--- config.mk ---
export PLATFORM = sky130hd
export DESIGN_NAME = sig_debounce
export DESIGN_NICKNAME = d
export VERILOG_FILES = /design/src/rtl/sig_debounce_pkg.sv /design/src/rtl/sat_event_cnt.sv /design/src/rtl/sig_debounce.sv
export SDC_FILE = /design/constraint.sdc
export NUM_CORES = 1
export LEC_CHECK = 0
export ABC_AREA = 1
export CAP_MARGIN = 5
export CORE_MARGIN = 4
export CORE_UTILIZATION = 53
export DETAILED_ROUTE_END_ITERATION = 8
export GPL_ROUTABILITY_DRIVEN = 0
export PLACE_DENSITY = 0.81
export SKIP_LAST_GASP = 1
export SLEW_MARGIN = 20
export SYNTH_ARGS = -nofsm -noshare
export SYNTH_HDL_FRONTEND = slang
export SYNTH_SLANG_ARGS = --single-unit
--- constraint.sdc ---
create_clock -name clk -period 2.2 [get_ports clk]
set_clock_uncertainty 0.05 [all_clocks]
set_input_delay 0.44 -clock clk [delete_from_list [all_inputs] [get_ports clk]]
set_output_delay 0.44 -clock clk [all_outputs]
set_load 0.01 [all_outputs]
--- src/rtl/sig_debounce_pkg.sv ---
// rtl/sig_debounce_pkg.sv - shared state type and sizing helper for sig_debounce
package sig_debounce_pkg;

  typedef enum logic [1:0] {
    ST_LO  = 2'd0,
    CHK_HI = 2'd1,
    ST_HI  = 2'd2,
    CHK_LO = 2'd3
  } db_state_t;

  function automatic int clog2(input int value);
    int r;
    int v;
    r = 0;
    v = value - 1;
    while (v > 0) begin
      r = r + 1;
      v = v >> 1;
    end
    return r;
  endfunction

endpackage

--- src/rtl/sat_event_cnt.sv ---
// rtl/sat_event_cnt.sv - saturating event counter with sticky overflow flag
module sat_event_cnt #(
  parameter int CNT_W = 8
) (
  input  logic             clk,
  input  logic             rst,
  input  logic             inc,
  input  logic             clr,
  output logic [CNT_W-1:0] cnt,
  output logic             ovf
);

  // A clear that coincides with an event still counts that event.
  always_ff @(posedge clk or posedge rst) begin
    if (rst) begin
      cnt <= '0;
      ovf <= 1'b0;
    end else if (clr) begin
      cnt <= CNT_W'(inc);
      ovf <= 1'b0;
    end else if (inc) begin
      if (&cnt) begin
        ovf <= 1'b1;
      end else begin
        cnt <= cnt + 1'b1;
      end
    end
  end

endmodule

--- src/rtl/sig_debounce.sv ---
// rtl/sig_debounce.sv - debounce filter with registered rise/fall pulses and rise counter
module sig_debounce
  import sig_debounce_pkg::*;
#(
  parameter int   DB_CYCLES  = 4,
  parameter int   CNT_W      = 8,
  parameter logic IDLE_LEVEL = 1'b1
) (
  input  logic             clk,
  input  logic             rst,
  input  logic             sync_in,
  input  logic             clr_cnt,
  output logic             db_out,
  output logic             rise_pulse,
  output logic             fall_pulse,
  output logic [CNT_W-1:0] evt_cnt,
  output logic             cnt_ovf
);

  localparam int            SW        = clog2(DB_CYCLES + 1);
  localparam logic [SW-1:0] STAB_LAST = SW'(DB_CYCLES - 1);

  db_state_t     r_state;
  db_state_t     w_state_nxt;
  logic [SW-1:0] r_stab;
  logic [SW-1:0] w_stab_nxt;
  logic          r_db;
  logic          r_rise;
  logic          r_fall;
  logic          w_db_nxt;

  always_comb begin
    w_state_nxt = r_state;
    w_stab_nxt  = r_stab;
    case (r_state)
      ST_LO: begin
        if (sync_in) begin
          if (DB_CYCLES == 1) begin
            w_state_nxt = ST_HI;
          end else begin
            w_state_nxt = CHK_HI;
            w_stab_nxt  = SW'(1);
          end
        end
      end
      CHK_HI: begin
        if (!sync_in) begin
          w_state_nxt = ST_LO;
          w_stab_nxt  = '0;
        end else if (r_stab == STAB_LAST) begin
          w_state_nxt = ST_HI;
          w_stab_nxt  = '0;
        end else begin
          w_stab_nxt = r_stab + 1'b1;
        end
      end
      ST_HI: begin
        if (!sync_in) begin
          if (DB_CYCLES == 1) begin
            w_state_nxt = ST_LO;
          end else begin
            w_state_nxt = CHK_LO;
            w_stab_nxt  = SW'(1);
          end
        end
      end
      CHK_LO: begin
        if (sync_in) begin
          w_state_nxt = ST_HI;
          w_stab_nxt  = '0;
        end else if (r_stab == STAB_LAST) begin
          w_state_nxt = ST_LO;
          w_stab_nxt  = '0;
        end else begin
          w_stab_nxt = r_stab + 1'b1;
        end
      end
      default: begin
        w_state_nxt = ST_LO;
        w_stab_nxt  = '0;
      end
    endcase
  end

  // Pulses key off the filtered level, so an aborted qualification never pulses.
  assign w_db_nxt = (w_state_nxt == ST_HI) || (w_state_nxt == CHK_LO);

  always_ff @(posedge clk or posedge rst) begin
    if (rst) begin
      r_state <= IDLE_LEVEL ? ST_HI : ST_LO;
      r_stab  <= '0;
      r_db    <= IDLE_LEVEL;
      r_rise  <= 1'b0;
      r_fall  <= 1'b0;
    end else begin
      r_state <= w_state_nxt;
      r_stab  <= w_stab_nxt;
      r_db    <= w_db_nxt;
      r_rise  <= w_db_nxt & ~r_db;
      r_fall  <= ~w_db_nxt & r_db;
    end
  end

  assign db_out     = r_db;
  assign rise_pulse = r_rise;
  assign fall_pulse = r_fall;

  sat_event_cnt #(
    .CNT_W(CNT_W)
  ) u_cnt (
    .clk(clk),
    .rst(rst),
    .inc(r_rise),
    .clr(clr_cnt),
    .cnt(evt_cnt),
    .ovf(cnt_ovf)
  );

endmodule

Word level (Yosys, flattened, before mapping):

Index checks and enable logic that the tools add are counted.

* flip-flop bits (word level): 17
* logic and storage cells: 49
* output and inout port bits: 12
* input port bits: 4

* reduce and logical (&&, ||, !) cells: 8
* add/sub/neg operators: 2
* equal/unequal tests: 9
* multiplexer cells: 19
* bitwise logic cells: 4

Operators with widths (count)
* 8-bit two-way mux: 3
* 3-bit two-way mux: 5
* 2-bit two-way mux: 6
* 3-bit case mux with 4 select lines: 1
* 8-bit by 1-bit adder with 8-bit output, second input constant: 1
* 2-bit == test, second input constant: 4
* 2-bit case mux with 4 select lines: 1
* 8-bit AND reduction: 1
* 2-bit != test, second input constant: 3
* 2-bit AND reduction: 3
* 2-bit nonzero test: 2
* 3-bit by 1-bit adder with 3-bit output, second input constant: 1
* 3-bit by 2-bit == test with 1-bit output, second input constant: 1
* 1-bit two-way mux: 3
* 1-bit bitwise AND: 2
* 2-bit by 1-bit == test with 1-bit output, second input constant: 1
* 2-bit zero test: 1
* 1-bit NOT: 2
* 1-bit logical OR: 1

Depth between registers and ports, before layout:

* depth in word-level cells: 8
* gate-level depth with buffers: 8
* gate-level depth less buffers: 7

By module:

Synthesis repeated with hierarchy kept, for this count alone.

* cells, all modules: 130
* area total of the unflattened synthesis: 957.2 um2

By module, submodules not included
* sat_event_cnt: times used 1, area each 605.6 um2, cells each 85, seq. area each 225.2 um2
* sig_debounce: times used 1, area each 351.6 um2, cells each 45, seq. area each 176.4 um2

Worst setup path after synthesis:

Ideal clock, no wire load.

* path type: register -> register
* start: register u_cnt.cnt[0]
* end: register u_cnt.cnt[6]
* library setup time: 74 ps
* buffers on the path: 0
* arrival: 1212 ps
* period minus slack after synthesis: 1337 ps
* data required time: 2076 ps
* cell stages (with the launch flop): 7
* path slack: 863 ps
* cells stage by stage: dfrtp_1 ha_1 nand2_2 nor2_2 a21oi_1 nand2_1 o21ai_2

* word-level cells in the longest chain between the ends: 4
* elaborated cells between the ends (all ways): 7
* those cells by class: add/sub: 1; eq/ne: 1; mux: 3; reduce/logical: 2

Ends and longest elaborated chain
* start: declaration: RTL line sat_event_cnt.sv:9 `output logic [CNT_W-1:0] cnt,`
* start signal: assignment: RTL line sat_event_cnt.sv:19 `cnt <= CNT_W'(inc);`
* start signal: assignment: RTL line sat_event_cnt.sv:25 `cnt <= cnt + 1'b1;`
* 8-bit by 1-bit adder with 8-bit output: RTL line sat_event_cnt.sv:25
* 8-bit two-way mux: RTL line sat_event_cnt.sv:22 `if (&cnt) begin`
* 8-bit two-way mux: RTL line sat_event_cnt.sv:21 `end else if (inc) begin`
* 8-bit two-way mux: RTL line sat_event_cnt.sv:18 `end else if (clr) begin`

Parallel ways exist; a longest one is shown, timed or not. The select of a mux whose other input is x is not followed.
A chain may end at the register's enable or synchronous reset.

Worst setup path after layout:

* start: register r_db, in the netlist db_out
* end: output db_out

RTL lines
* start: declaration: RTL line sig_debounce.sv:27 `logic r_db;`
* start signal: assignment: RTL line sig_debounce.sv:98 `r_db <= w_db_nxt;`
* end: declaration: RTL line sig_debounce.sv:13 `output logic db_out,`

No word-level cell between the ends.

==> out/qor.yml <==
core_sq_um: 1510
gr-total-overflow: 0
synth_cells: 102
fillers: 122
dr.pass1.iters: 4
cts_root_buf: "clkbuf_4"
totalWireLength_um: 1640
internal_power_mw: 0.486
finalCriticalPeriod_ps: 1880
clk_latency_ps: 280
clk_pin_slew_worst_paths_ps: 90
yosys_warnings: 0
clkPwrFrac_pct: 21.8
cts_max_path_buffers: 2
layout_setup_ws_ps: 318
fp.dieArea_sq_um: 2290
hpwl_um: 1290
cp_data_arrival_time_ps: 1390
p_sw_share_pct: 30.1
tns_ps: 0
numCtsBuffers: 3
die_y_um: 47.9
port_buffers: 15
p_total_mw: 0.695
crit_family: "flip-flops"
worstPathCellList: "clkdlybuf4s50_1"
synth_cell_types: 24
drt_iter0_markers: 11
max-slew-margin-rel_pct: 61.1
die_w_um: 47.9
combPwrFrac_pct: 24.1
end_kind: "primary output"
cpPeakStageDelay_ps: 580
p_leak_nw: 0.484
final_cell_mix: "27 x nand2_1, 15 x dfrtp_1, 15 x clkdlybuf4s50_1, 13 x inv_1, 8 x nand3_1"
post-route-drc-count: 0
worstSetupStartpointType: "register"
wire_per_inst_um: 12.1
drive_above_1_share_pct: 12.5
ir_drop_mv: 0.614
grt_pass1_wl_um: 2760
antenna_found_initial: 0
grtUsageTotal_pct: 17.7
dp_slack_ps: 518
postCtsSetupBuffers: 0
worstMarginPinSlew_ps: 583
diodes: 0
via_per_inst: 5.24
drv_cap: 0
post_cts_resized: 0
max_freq_mhz: 531
row_count: 14
cts_hold_buf: 0
crit_fanout: 5
path_buf_inv: 1
synth_fp_nets: 108
hold_class: "in2async"
cts_tree: "done"
htree_levels: 1
status: "finished, final reports clean"
fin_nets: 127
finalSetupViolations: 0
drv_slew: 0
layout_commonest_cell: "nand2_1"
finalCritPeriodShare_pct: 85.6
power_frac_seq_pct: 54.1
cts_sinks: 16
cellPowerDensity_nw_per_um2: 677
grt_pass1_vias: 652
rsz0062_at_grt: "no"
p_switching_mw: 0.210
ant_nets: 0
seq_area_frac_synth_pct: 47.7
syn_area_sq_um: 842
start_util_pct: 55.9
boundaryPins: 16
synth-seq-cells: 16
area_growth_syn_to_layout_pct: 22.0
hold_viol: 0
synth_area_per_cell_sq_um: 8.26
grt_max_degree: 17
via_count: 712
critical_path_class: "reg2out"
worst-endpoint-required_ps: 1710
cpMaxStageDelayCell: "dfstp_2"
metrics by stage:
step / util (%) / cells / hold slack (ps) / instance area (sq um)
floorplan: - / 102 / 303 / 842
global placement: 66.4 / 132 / 444 / 1000
detailed placement: 66.4 / 132 / 466 / 1000
CTS: 68.2 / 136 / 470 / 1030
global route: 68.2 / 136 / 489 / 1030
finish: 68.2 / 136 / 462 / 1030
power groups by stage:
stage	sequential (mW)	combinational, mW	clock [mW]
final	0.376	0.168	0.152
after global routing	0.384	0.200	0.181
after CTS	0.377	0.170	0.160
after detailed placement	0.382	0.169	0
after global placement	0.380	0.163	0
after floorplan	0.381	0.109	0
area by class of cell:
| class | instances | area (sq um) | share of cell area (%) |
|---|---|---|---|
| Sequential cell | 16 | 402 | 39.1 |
| Multi-Input combinational cell | 71 | 377 | 36.7 |
| Timing Repair Buffer | 15 | 150 | 14.6 |
| Inverter | 14 | 52.6 | 5.12 |
| Clock buffer | 4 | 26.3 | 2.56 |
| Tap cell | 16 | 20.0 | 1.95 |
registers in the layout, summed over array words and instances (netlist names):
name,flops
db_out,1
u_cnt.cnt,8
u_cnt.ovf,1
fall_pulse,1
r_state,1
rise_pulse,1
r_stab,3
cells by family after synthesis:
family	count (synthesis)	share of synthesized area [%]
simple gates	50	26.9
compound gates	17	12.8
flops	16	47.7
buf+inv	15	7.58
xor+xnor	2	2.08
fa+ha+maj	2	2.97
layer usage:
| layer | up-vias | GRT usage, % | routed length [um] | share of wire, % |
|---|---|---|---|---|
| li1 | 366 | - | - | - |
| met1 | 323 | 21.6 | 745 | 45 |
| met2 | 21 | 29.6 | 810 | 49 |
| met3 | 2 | 3.76 | 73 | 4.4 |
| met4 | 0 | 8.06 | 13 | 0.79 |
| met5 | - | 0 | 0 | 0 |
synth_stat cells:
library cell	count	area, sq um
o21ai_2	3	26.3
inv_2	1	3.75
dfrtp_1	15	375
dfstp_2	1	26.3
a21oi_1	3	15.0
ha_1	2	25.0
nor3_1	1	5.00
or2_2	2	12.5
inv_1	13	48.8
nand3b_1	1	7.51
nand2_2	2	12.5
a21boi_0	1	7.51
o211ai_1	1	7.51
o22ai_1	1	6.26
buf_6	1	11.3
nand3_2	1	10.0
nor2_2	2	12.5
xor2_1	2	17.5
nand4_1	1	6.26
o21ai_0	6	30.0
nand3_1	8	40.0
o21bai_1	2	15.0
nor2_1	5	18.8
nand2_1	27	101
path summary, 6_finish.rpt:
kind	to	start	slack [ps]	cells past startpoint
setup / recovery	db_out	db_out$_DFF_PP1_	320	1
hold / removal	u_cnt.cnt[4]$_DFFE_PP0P_	rst	460	2
setup reg to reg	u_cnt.cnt[6]$_DFFE_PP0P_	u_cnt.cnt[0]$_DFFE_PP0P_	720	6
hold reg to reg	fall_pulse$_DFF_PP0_	db_out$_DFF_PP1_	480	2
max in group asynchronous	u_cnt.cnt[3]$_DFFE_PP0P_	rst	1250	2
min in group clk	fall_pulse$_DFF_PP0_	db_out$_DFF_PP1_	480	2
Power figures use the tool's default switching activity.
